$ cat src/rtl/alu_ctrl_pkg.sv
// Shared constants and types for the ALU round-robin scheduler:
// opcodes, FSM state encoding, latched request layout and counter width default.
package alu_ctrl_pkg;

  localparam int CNT_W_DEF = 8;

  localparam logic [1:0] OP_NOT  = 2'b00;
  localparam logic [1:0] OP_NAND = 2'b01;
  localparam logic [1:0] OP_ADD  = 2'b10;
  localparam logic [1:0] OP_MUL  = 2'b11;

  typedef enum logic [1:0] {
    IDLE = 2'b00,
    EXEC = 2'b01,
    RESP = 2'b10
  } state_e;

  typedef struct packed {
    logic [1:0] op;
    logic [1:0] a;
    logic [1:0] b;
  } alu_req_t;

endpackage

$ cat src/rtl/alu.sv
// Team 2-bit ALU: NOT, NAND, ADD, MUL with a 4-bit zero-extended result.
module alu (
  input  logic [1:0] A,
  input  logic [1:0] B,
  input  logic [1:0] sel,
  output logic [3:0] y
);

  always_comb begin
    y = 4'b0000;
    case (sel)
      2'b00: y = {2'b00, ~A};
      2'b01: y = {2'b00, ~(A & B)};
      2'b10: y = {2'b00, A} + {2'b00, B};
      2'b11: y = {2'b00, A} * {2'b00, B};
      default: y = 4'b0000;
    endcase
  end

endmodule

$ cat src/rtl/alu_rr_scheduler_arb.sv
// Combinational 2-way round-robin picker; on a tie the requester that was
// not served last wins. Grant is one-hot, or zero when nobody is valid.
module rr_arb2 (
  input  logic [1:0] i_valid,
  input  logic       i_last_served,
  output logic [1:0] o_grant
);

  always_comb begin
    o_grant = 2'b00;
    if (i_valid == 2'b11)
      o_grant = i_last_served ? 2'b01 : 2'b10;
    else
      o_grant = i_valid;
  end

endmodule

$ cat src/rtl/alu_rr_scheduler.sv
// Shares one ALU between two requesters: round-robin accept in IDLE, compute
// in EXEC, hold a tagged response in RESP until the consumer takes it.
module alu_rr_scheduler
  import alu_ctrl_pkg::*;
#(
  parameter int CNT_W = CNT_W_DEF
) (
  input  logic             clk,
  input  logic             rst_n,
  input  logic             req0_valid,
  output logic             req0_ready,
  input  logic [1:0]       req0_op,
  input  logic [1:0]       req0_a,
  input  logic [1:0]       req0_b,
  input  logic             req1_valid,
  output logic             req1_ready,
  input  logic [1:0]       req1_op,
  input  logic [1:0]       req1_a,
  input  logic [1:0]       req1_b,
  output logic             rsp_valid,
  input  logic             rsp_ready,
  output logic             rsp_id,
  output logic [3:0]       rsp_y,
  output logic [CNT_W-1:0] grant_cnt0,
  output logic [CNT_W-1:0] grant_cnt1
);

  localparam logic [CNT_W-1:0] CNT_MAX = {CNT_W{1'b1}};

  state_e           r_state, w_state_nxt;
  alu_req_t         r_req;
  logic             r_id;
  logic             r_last;
  logic             r_rsp_valid;
  logic             r_rsp_id;
  logic [3:0]       r_rsp_y;
  logic [CNT_W-1:0] r_cnt0, r_cnt1;

  logic [1:0]       w_grant;
  logic             w_req_hs;
  logic             w_rsp_hs;
  logic [3:0]       w_alu_y;

  rr_arb2 u_arb (
    .i_valid       ({req1_valid, req0_valid}),
    .i_last_served (r_last),
    .o_grant       (w_grant)
  );

  alu u_alu (
    .A   (r_req.a),
    .B   (r_req.b),
    .sel (r_req.op),
    .y   (w_alu_y)
  );

  assign req0_ready = (r_state == IDLE) && w_grant[0];
  assign req1_ready = (r_state == IDLE) && w_grant[1];
  assign w_req_hs   = (req0_valid && req0_ready) || (req1_valid && req1_ready);
  assign w_rsp_hs   = r_rsp_valid && rsp_ready;

  always_ff @(posedge clk or negedge rst_n) begin
    if (!rst_n) r_state <= IDLE;
    else        r_state <= w_state_nxt;
  end

  always_comb begin
    w_state_nxt = r_state;
    case (r_state)
      IDLE:    if (w_req_hs) w_state_nxt = EXEC;
      EXEC:    w_state_nxt = RESP;
      RESP:    if (w_rsp_hs) w_state_nxt = IDLE;
      default: w_state_nxt = IDLE;
    endcase
  end

  // last_served resets to 1 so requester 0 takes the first tie.
  always_ff @(posedge clk or negedge rst_n) begin
    if (!rst_n) begin
      r_req       <= '0;
      r_id        <= 1'b0;
      r_last      <= 1'b1;
      r_rsp_valid <= 1'b0;
      r_rsp_id    <= 1'b0;
      r_rsp_y     <= 4'b0000;
      r_cnt0      <= '0;
      r_cnt1      <= '0;
    end else begin
      if (r_state == IDLE && w_req_hs) begin
        r_req <= w_grant[1] ? alu_req_t'{op: req1_op, a: req1_a, b: req1_b}
                            : alu_req_t'{op: req0_op, a: req0_a, b: req0_b};
        r_id  <= w_grant[1];
      end
      if (r_state == EXEC) begin
        r_rsp_y     <= w_alu_y;
        r_rsp_id    <= r_id;
        r_rsp_valid <= 1'b1;
        r_last      <= r_id;
        if (r_id) begin
          if (r_cnt1 != CNT_MAX) r_cnt1 <= r_cnt1 + CNT_W'(1);
        end else begin
          if (r_cnt0 != CNT_MAX) r_cnt0 <= r_cnt0 + CNT_W'(1);
        end
      end
      if (r_state == RESP && w_rsp_hs)
        r_rsp_valid <= 1'b0;
    end
  end

  assign rsp_valid  = r_rsp_valid;
  assign rsp_id     = r_rsp_id;
  assign rsp_y      = r_rsp_y;
  assign grant_cnt0 = r_cnt0;
  assign grant_cnt1 = r_cnt1;

endmodule

$ cat config.mk
export PLATFORM = sky130hd
export DESIGN_NAME = alu_rr_scheduler
export DESIGN_NICKNAME = d
export VERILOG_FILES = /design/src/rtl/alu_ctrl_pkg.sv /design/src/rtl/alu.sv /design/src/rtl/alu_rr_scheduler_arb.sv /design/src/rtl/alu_rr_scheduler.sv
export SDC_FILE = /design/constraint.sdc
export NUM_CORES = 1
export LEC_CHECK = 0
export ABC_AREA = 1
export ABC_CLOCK_PERIOD_IN_PS = 1800
export CAP_MARGIN = 30
export CORE_MARGIN = 2
export CORE_UTILIZATION = 45
export DETAILED_ROUTE_END_ITERATION = 7
export GPL_ROUTABILITY_DRIVEN = 0
export PLACE_DENSITY = 0.76
export SYNTH_ARGS = -nofsm -noshare
export SYNTH_HDL_FRONTEND = slang
export SYNTH_SLANG_ARGS = --single-unit
$ cat constraint.sdc
create_clock -name clk -period 1.8 [get_ports clk]
set_clock_uncertainty 0.15 [all_clocks]
set_input_delay 0.45 -clock clk [delete_from_list [all_inputs] [get_ports clk]]
set_output_delay 0.45 -clock clk [all_outputs]
set_load 0.01 [all_outputs]
==> summary.md, run 1 <==
| Metric | Value |
|---|---|
| Status | `finished, final reports clean` |
| Fmax | `567.4 MHz` |
| Detail Route Antenna Nets | `0` |
| CP required | `1200 ps` |
| PortBufs | `40` |
| Ranking of synthesized cells by area | `dfrtp_1, nand2_1, inv_1, ha_1, nand3_1` |
| Via count | `1738` |
| Mapped Cells | `250` |
| Max cap viols | `0` |
| Fin. Hold Viols | `0` |
| Register area | `802.0 µm²` |
| First-pass GRT wire length | `6.789 mm` |
| Starting density of the core | `46.60%` |
| HP Class | `flip-flop to flip-flop` |
| Worst hold endpoint | `rsp_y[3]` |
| Synth Area per Inst | `7.402 µm²` |
| DP HPWL | `2.832 mm` |
| Hold Path Cell Cnt | `2` |
| Hold Crit Start | `rsp_y[3]` |
| Largest net degree at the start of global routing | `33` |
| Synth Area in XOR/XNOR | `2.366%` |
| CP endpoint kind | `output pin` |
| Post-synth top cells | `nand2_1, dfrtp_1, inv_1` |
| Initial antenna violation count | `0` |
| CTS hold repair buffers | `0` |
| Min cycle time layout | `1763 ps` |
| Critical path fanouts, max | `2` |
| Final Max Tran Viols | `0` |
| Worst-Skew Late Latency | `290 ps` |
| Compound-Gate Fraction of Synth Area | `6.288%` |
| Post-Route WL | `3.965 mm` |
| Drt wl/cell | `10.75 µm` |
| Ys async rst share | `100.0%` |
| Clk slew on worst S/H paths | `70 ps` |
| Most frequent cell after synthesis | `nand2_1` |
| Synth top area share | `41.92%` |
| Cell taking the most area after synthesis | `dfrtp_1` |
| Final setup viols | `0` |
| Worst Reg-to-Reg Cells | `6` |
| Number of synthesized flops with an enable pin | `0` |
| Relative slew margins | `85.23%` |
| Top Ports | `41` |
| Fin crit share | `97.92%` |
| Chip Height | `68.13 µm` |
| Ant diodes | `0` |
| Post-Syn Nets | `274` |
| Clk buf depth | `2` |
| Final nets | `342` |
| Tot Pwr | `0.001403 W` |
| Core area | `0.003971 mm²` |
| Simple-Gate Fraction of Synth Area | `35.02%` |
| Synth Flop Type | `dfrtp_1` |
| # rows | `23` |
| Worst path max stage delay | `530 ps` |
| Seq/Total Area, Yosys | `43.34%` |
| Worst Setup Start Kind | `flip-flop` |
| Post-Syn Area | `0.001851 mm²` |
| Cell variety after synth | `27` |
| CP max-delay cell | `clkdlybuf4s50_1` |
| Maximum vdd drop | `388.6 µV` |
| Filler cells | `353` |
| Worst reg2reg setup slack | `140 ps` |
| Leak | `1.595 nW` |
| TritonCTS Buffers | `5` |
| Drt pass-1 iters | `4` |
| Footprint of the multi-input gates | `912.1 µm²` |
| GRT Overall Usage | `19.53%` |
| Crit path cell chain | `clkdlybuf4s50_1` |
| Global route overflow | `0` |
| Critical path's top delay family | `buffers and inverters` |
| Synth Register Bits | `32` |
| H-tree levels | `2` |
| Synth-to-Final Area Change | `40.30%` |
| Die ar. | `0.004641 mm²` |
| Ys Warns | `0` |
| CP Data Arrival Time | `1160 ps` |
| Chip Width | `68.13 µm` |
| Setup Crit Path Kind | `flip-flop to output pin` |
| Remaining DRCs | `0` |
| Buf/Inv on CP | `1` |
| Clk sinks | `32` |
| Largest family of logic cells by synthesized area | `simple AND/OR/NAND/NOR gates` |
| Vias in the first global route | `1613` |
| Power Density | `540.6 mW/mm²` |
| Worst hold margin | `325.8 ps` |
| Reg-to-Reg Start | `r_req[0]` |
| R2R Path End | `rsp_y[1]` |
| DR iter-0 viols | `138` |
| WP depth | `1` |
| Root buf cell | `clkbuf_8` |
| Adder-cell share of the synthesized area | `5.139%` |
| Vias per cell | `4.710` |
| Mux contribution to synthesized area | `0%` |
| CTS tree | `built` |
| RSZ-0062 raised after global routing | `true` |
| Share of post-route cells with drive strength above 1 | `16.30%` |
| Least-Margin Pin Slew | `220.8 ps` |
==> worst reg2reg max path: cells and delay by family (launching register included) <==
family,cells,cell delay [ps]
compound gates,2,250
flops,1,380
simple gates,2,110
fa+ha+maj,2,650
==> how the worst max path moves through the flow <==
stage,from,to,slack (ps)
floorplan,r_req[0],rsp_y[1],180
global placement,req1_valid,req1_ready,-630
detailed placement,req1_valid,req1_ready,-620
CTS,grant_cnt1[7],grant_cnt1[7],2
global route,r_last,req1_ready,-0.04
finish,grant_cnt0[7],grant_cnt0[7],40
==> timing repair <==
item | in CTS | in global routing
pin swaps | 2 | 0
endpoints found under the setup margin | 18 | 13
gates resized for setup | 19 | 14
buffers inserted | 10 | 0
==> sequential cells by signal (all words and copies together) (netlist names) <==
signal,cells
r_last,1
r_state,2
r_id,1
grant_cnt1,8
grant_cnt0,8
r_req,6
rsp_valid,1
rsp_y,4
rsp_id,1
==> logic make-up (layout without fill, tap and decap cells) <==
logic type	Yosys count	in the layout
compound gates	19	19
fa+ha+maj	7	7
flops	32	32
xor+xnor	5	5
simple gates	151	151
buf+inv	36	105
==> where the power goes <==
part           leakage, nW  switching [W]  internal (W)
clock               0.0515       0.000262      0.000349
sequential           0.433              0      0.000719
combinational         1.11      0.0000314     0.0000419
total                 1.60       0.000294       0.00111
==> per-layer routing <==
layer | GRT usage (%) | vias up | share of wire (%)
met3 | 3.618 | 9 | 4.4
met4 | 10.50 | 0 | 2.6
li1 | - | 905 | -
met1 | 25.49 | 773 | 49
met2 | 30.58 | 51 | 44
met5 | 0 | - | 0
==> through the flow <==
step                      setup TNS, ps  cell area (µm²)  worst slack [ps]  instances  util [%]
after floorplan                       0             1851             176.6        250         -
after global placement            -1218             2405            -626.4        351     60.55
after detailed placement          -1303             2405            -623.8        351     60.55
after CTS                             0             2562             1.992        369     64.52
after global routing           -0.04008             2596          -0.04008        369     65.37
final                                 0             2596             37.50        369     65.37
==> area by class of cell <==
| cell class | count | share of cell area (%) |
|---|---|---|
| well taps | 50 | 2.410 |
| clock buffers | 8 | 3.855 |
| flip-flops and latches | 32 | 30.89 |
| repair buffers | 62 | 22.55 |
| inverters | 35 | 5.157 |
| multi-input cells | 182 | 35.13 |
==> layout by cell type (no fill, tap or decap), drive strengths merged <==
master	n
dfstp	1
clkbuf	8
o211ai	3
clkdlybuf4s50	18
xor2	3
nand3	15
clkdlybuf4s15	1
a31oi	1
dfrtp	31
clkinv	1
nor2	21
nand2	113
o21ai	12
xnor2	2
a21oi	2
dlygate4sd2	8
inv	34
nand4	2
fa	1
buf	24
o22a	1
ha	6
dlymetal6s2s	11
Power figures use the tool's default switching activity.
==> inputs of run 2 (changes only) <==
--- a/config.mk
+++ b/config.mk
@@ -13,6 +13,7 @@
 export DETAILED_ROUTE_END_ITERATION = 7
 export GPL_ROUTABILITY_DRIVEN = 0
 export PLACE_DENSITY = 0.76
+export SKIP_CTS_REPAIR_TIMING = 1
 export SYNTH_ARGS = -nofsm -noshare
 export SYNTH_HDL_FRONTEND = slang
 export SYNTH_SLANG_ARGS = --single-unit
==> summary.md, run 2 (synthesis results as in run 1) <==
| Metric | Value |
|---|---|
| Core area | `0.003971 mm² (unchanged)` |
| Worst Reg-to-Reg Cells | `6 (unchanged)` |
| Least-Margin Pin Slew | `224.3 ps (+3.557 ps)` |
| Tot Pwr | `0.001404 W (about the same)` |
| Switching Fraction | `20.89% (-0.025 points)` |
| Placed cell area | `0.002405 mm² (unchanged)` |
| Relative slew margins | `84.99% (-0.24 points)` |
| Ant diodes | `0 (unchanged)` |
| Worst path max stage delay | `530 ps (about the same)` |
| Final setup viols | `0 (unchanged)` |
| Fin util | `65.53% (+0.16 points)` |
| HP Class | `flip-flop to flip-flop` |
| Leak | `1.670 nW (+4.7%)` |
| Share of post-route cells with drive strength above 1 | `16.24% (-0.059 points)` |
| Chip Height | `68.13 µm (unchanged)` |
| Worst Setup Start Kind | `flip-flop` |
| PortBufs | `40 (unchanged)` |
| Clk buf depth | `2 (unchanged)` |
| Register share of total power | `51.2% (about the same)` |
| TritonCTS Buffers | `5 (unchanged)` |
| CTS tree | `built` |
| Post-Route WL | `3.873 mm (-2.3%)` |
| Final nets | `337 (-1.5%)` |
| Fin. Hold Viols | `0 (unchanged)` |
| DP HPWL | `2.832 mm (unchanged)` |
| Chip Width | `68.13 µm (unchanged)` |
| Power Density | `539.4 mW/mm² (-0.21%)` |
| # rows | `23 (unchanged)` |
| H-tree levels | `2 (unchanged)` |
| Min cycle time layout | `1760 ps (-2.498 ps)` |
| Status | `finished, final reports clean` |
| Drt pass-1 iters | `4 (unchanged)` |
| Detail Route Antenna Nets | `0 (unchanged)` |
| CP required | `1200 ps (about the same)` |
| Die ar. | `0.004641 mm² (unchanged)` |
| Placed cells | `351 (unchanged)` |
| GRT Overall Usage | `18.70% (-0.83 points)` |
| Vias per cell | `4.684 (-0.55%)` |
| Fin Setup TNS | `0 ps (unchanged)` |
| Fin crit share | `97.78% (-0.14 points)` |
| Setup Crit Path Kind | `flip-flop to output pin` |
| Remaining DRCs | `0 (unchanged)` |
| Clock power frac | `43.5% (about the same)` |
| Maximum vdd drop | `388.4 µV (about the same)` |
| WP depth | `1 (unchanged)` |
| CP Data Arrival Time | `1160 ps (about the same)` |
| First-pass GRT wire length | `6.492 mm (-4.4%)` |
| Combinational share of power | `5.3% (about the same)` |
| Initial antenna violation count | `0 (unchanged)` |
| Int Pwr | `0.001111 W (about the same)` |
| Critical path's top delay family | `buffers and inverters` |
| Max cap viols | `0 (unchanged)` |
| Hold Path Cell Cnt | `2 (unchanged)` |
| DR iter-0 viols | `112 (-19%)` |
| Vias in the first global route | `1524 (-5.5%)` |
| Critical path fanouts, max | `2 (unchanged)` |
| Buf/Inv on CP | `1 (unchanged)` |
| Fmax | `568.2 MHz (+0.14%)` |
| Most common cell after layout, fill and taps aside | `nand2_1` |
| Final Non-Filler Cells | `364 (-1.4%)` |
| Switching pwr | `0.0002933 W (about the same)` |
| Worst-Skew Late Latency | `290 ps (about the same)` |
| Filler cells | `349 (-1.1%)` |
| Synth-to-Final Area Change | `40.64%` |
| Clk sinks | `32 (unchanged)` |
| Global route overflow | `0 (unchanged)` |
| Largest net degree at the start of global routing | `33 (unchanged)` |
| Crit path cell chain | `clkdlybuf4s50_1` |
| CP max-delay cell | `clkdlybuf4s50_1` |
| Drt wl/cell | `10.64 µm (-0.98%)` |
| Commonest cells after routing, fill and taps aside | `nand2_1, inv_1, dfrtp_1, dlymetal6s2s_1, clkdlybuf4s50_1` |
| CP endpoint kind | `output pin` |
| Post-route design area | `0.002603 mm² (+0.24%)` |
| Root buf cell | `clkbuf_8` |
| Top Ports | `41 (unchanged)` |
| Starting density of the core | `46.60% (unchanged)` |
| Via count | `1705 (-1.9%)` |
| Final Max Tran Viols | `0 (unchanged)` |
| Clk slew on worst S/H paths | `70 ps (about the same)` |
run 2: layout make-up:
cell class	count	area, µm²	area share, %
flip-flops and latches	32	808.3	31.06
well taps	50	62.56	2.404
inverters	35	133.9	5.144
clock buffers	8	100.1	3.846
multi-input cells	182	912.1	35.05
repair buffers	57	585.6	22.50
run 2: path summary, 6_finish.rpt:
| check | start | endpoint | slack (ps) |
|---|---|---|---|
| setup / recovery | grant_cnt0[7] | grant_cnt0[7] | 40 |
| hold / removal | rsp_y[3] | rsp_y[3] | 330 |
| setup reg to reg | r_req[2] | rsp_y[1] | 140 |
| hold reg to reg | rsp_y[3] | rsp_y[3] | 330 |
| max in group asynchronous | rst_n | r_last | 870 |
| min in group asynchronous | rst_n | grant_cnt0[2] | 380 |
run 2: through the flow:
step	hold slack (ps)	setup slack, ps
after floorplan	4.409	176.6
after global placement	321.7	-626.4
after detailed placement	324.5	-623.8
after CTS	340.2	-642.4
after global routing	365.6	-7.188
final	325.8	40.00
run 2: tightest hold or removal path: stages, from the launching register on:
cell and delay, ps:
dfrtp_1 340, nand2_1 50, nand2_1 50
run 2: power by group through the flow:
stage	Sequential [W]	Combinational [W]	Clock, W
3_3_place_gp	0.000733	0.0000752	0
3_5_place_dp	0.000733	0.0000760	0
6_report	0.000719	0.0000738	0.000611
4_1_cts	0.000719	0.0000763	0.000631
2_1_floorplan	0.000733	0.0000169	0
5_1_grt	0.000718	0.0000829	0.000660
run 2: routing by layer:
| layer | part of all wire, % | GRT usage, % | vias to the layer above | wire [µm] |
|---|---|---|---|---|
| li1 | - | - | 898 | - |
| met2 | 44 | 28.88 | 43 | 1715 |
| met3 | 5.0 | 3.618 | 7 | 195 |
| met4 | 2.1 | 9.500 | 0 | 81 |
| met5 | 0 | 0 | - | 0 |
| met1 | 49 | 24.87 | 757 | 1880 |
==> inputs of run 3 (changes only) <==
--- a/config.mk
+++ b/config.mk
@@ -7,12 +7,11 @@
 export LEC_CHECK = 0
 export ABC_AREA = 1
 export ABC_CLOCK_PERIOD_IN_PS = 1800
-export CAP_MARGIN = 30
 export CORE_MARGIN = 2
-export CORE_UTILIZATION = 45
+export CORE_UTILIZATION = 50
 export DETAILED_ROUTE_END_ITERATION = 7
 export GPL_ROUTABILITY_DRIVEN = 0
-export PLACE_DENSITY = 0.76
+export PLACE_DENSITY = 0.83
 export SKIP_CTS_REPAIR_TIMING = 1
 export SYNTH_ARGS = -nofsm -noshare
 export SYNTH_HDL_FRONTEND = slang
==> summary.md, run 3 (synthesis results as in run 1) <==
| Metric | Value |
|---|---|
| Final setup viols | `0 (unchanged)` |
| Final Max Tran Viols | `0 (unchanged)` |
| Fin crit share | `97.93% (+0.15 points)` |
| Leak | `1.615 nW (-3.3%)` |
| Most common cell after layout, fill and taps aside | `nand2_1` |
| Vias in the first global route | `1584 (+3.9%)` |
| Switching pwr | `0.0002758 W (-6.0%)` |
| CP Data Arrival Time | `1160 ps (about the same)` |
| H-tree levels | `2 (unchanged)` |
| Synth-to-Final Area Change | `39.42%` |
| Drt pass-1 iters | `4 (unchanged)` |
| Int Pwr | `0.001038 W (-6.6%)` |
| HP Class | `flip-flop to flip-flop` |
| Combinational share of power | `5.7% (+0.4 points)` |
| Largest net degree at the start of global routing | `33 (unchanged)` |
| Maximum vdd drop | `469.1 µV (+21%)` |
| Setup Crit Path Kind | `flip-flop to output pin` |
| Hold Crit Start | `rsp_y[1]` |
| Footprint of the multi-input gates | `905.9 µm² (-0.69%)` |
| First-pass GRT wire length | `6.748 mm (+3.9%)` |
| Worst Setup Start Kind | `flip-flop` |
| DP HPWL | `2.807 mm (-0.89%)` |
| Power Density | `509.1 mW/mm² (-5.6%)` |
| PortBufs | `40 (unchanged)` |
| # rows | `22 (-4.3%)` |
| Worst-Skew Late Latency | `280 ps (about the same)` |
| Critical path fanouts, max | `2 (unchanged)` |
| Hold Path Cell Cnt | `2 (unchanged)` |
| Share of post-route cells with drive strength above 1 | `15.19% (-1.1 points)` |
| Status | `finished, final reports clean` |
| Post-Route WL | `3.892 mm (+0.49%)` |
| TritonCTS Buffers | `5 (unchanged)` |
| CP required | `1200 ps (about the same)` |
| Register share of total power | `54.8% (+3.6 points)` |
| Relative slew margins | `85.08% (+0.089 points)` |
| Root buf cell | `clkbuf_8` |
| Core area | `0.003606 mm² (-9.2%)` |
| Min cycle time layout | `1763 ps (+2.703 ps)` |
| Buf/Inv on CP | `1 (unchanged)` |
| RSZ-0062 raised after global routing | `false` |
| Critical path's top delay family | `buffers and inverters` |
| Worst hold endpoint | `rsp_y[1]` |
| Register area | `807.0 µm² (-0.15%)` |
| Max cap viols | `0 (unchanged)` |
| Clock power frac | `39.5% (-4.0 points)` |
| Post-route design area | `0.002580 mm² (-0.87%)` |
| CP max-delay cell | `clkdlybuf4s50_1` |
| R2R Path End | `rsp_y[1]` |
| Crit path cell chain | `clkdlybuf4s50_1` |
| Drt wl/cell | `10.69 µm (+0.49%)` |
| Chip Height | `64.84 µm (-4.8%)` |
| Placed cell area | `0.002395 mm² (-0.42%)` |
| Final nets | `339 (+0.59%)` |
| Detail Route Antenna Nets | `0 (unchanged)` |
| Vias per cell | `4.808 (+2.6%)` |
| Worst Reg-to-Reg Cells | `6 (unchanged)` |
| DR iter-0 viols | `101 (-9.8%)` |
| CTS tree | `built` |
| Clk buf depth | `2 (unchanged)` |
| Starting density of the core | `51.32% (+4.7 points)` |
| Fmax | `567.3 MHz (-0.15%)` |
| GRT Overall Usage | `20.62% (+1.9 points)` |
| Reg-to-Reg Start | `r_req[0]` |
| Filler cells | `291 (-17%)` |
| Chip Width | `64.84 µm (-4.8%)` |
| Die ar. | `0.004204 mm² (-9.4%)` |
| Fin util | `71.55% (+6.0 points)` |
| Least-Margin Pin Slew | `223.0 ps (-1.332 ps)` |
| Fin. Hold Viols | `0 (unchanged)` |
| Remaining DRCs | `0 (unchanged)` |
| Top Ports | `41 (unchanged)` |
| Worst reg2reg setup slack | `80 ps (-60 ps)` |
| Ant diodes | `0 (unchanged)` |
| Initial antenna violation count | `0 (unchanged)` |
| Clk slew on worst S/H paths | `60 ps (about the same)` |
| Switching Fraction | `21.00% (+0.11 points)` |
| Clk sinks | `32 (unchanged)` |
| Worst path max stage delay | `540 ps (about the same)` |
| Fin Setup TNS | `0 ps (unchanged)` |
| Via count | `1750 (+2.6%)` |
| Global route overflow | `0 (unchanged)` |
| Commonest cells after routing, fill and taps aside | `nand2_1, inv_1, dfrtp_1, clkdlybuf4s50_1, buf_4` |
| CP endpoint kind | `output pin` |
-- run 3: how the worst max path moves through the flow --
stage | startpoint | to | slack (ps) | depth (start not counted)
2_1_floorplan | r_req[0] | rsp_y[1] | 180 | 6
3_3_place_gp | req1_valid | req1_ready | -540 | 6
3_5_place_dp | req1_valid | req1_ready | -580 | 6
4_1_cts | req1_valid | req1_ready | -590 | 6
5_1_grt | grant_cnt0[7] | grant_cnt0[7] | 2 | 1
6_report | grant_cnt0[2] | grant_cnt0[2] | 40 | 1
-- run 3: layout make-up --
type / instances / share of cell area (%)
clock buffers: 8 / 3.104
well taps: 48 / 2.328
repair buffers: 59 / 22.99
multi-input cells: 182 / 35.11
flip-flops and latches: 32 / 31.28
inverters: 35 / 5.189
-- run 3: layer usage --
metal / GRT usage (%) / up-vias / share of wire, %
li1: - / 901 / -
met1: 27.16 / 808 / 47
met2: 32.73 / 36 / 47
met3: 5.035 / 5 / 4.3
met4: 7.979 / 0 / 1.5
met5: 0 / - / 0
-- run 3: power by group through the flow --
stage	Combinational (W)	Clock, W	Sequential (W)
final	0.0000753	0.000519	0.000719
after global routing	0.0000846	0.000577	0.000718
after CTS	0.0000781	0.000540	0.000719
after detailed placement	0.0000774	0	0.000733
after global placement	0.0000763	0	0.000733
after floorplan	0.0000169	0	0.000733
-- run 3: metrics by stage --
stage          instances  power [W]  setup WS (ps)  hold WS (ps)
6_report             364   0.001313          37.29         333.1
5_1_grt              364   0.001380          1.942         375.4
4_1_cts              356   0.001337         -591.6         342.8
3_5_place_dp         348  0.0008099         -580.0         326.2
3_3_place_gp         348  0.0008089         -541.1         317.4
2_1_floorplan        250  0.0007497          176.6         4.409
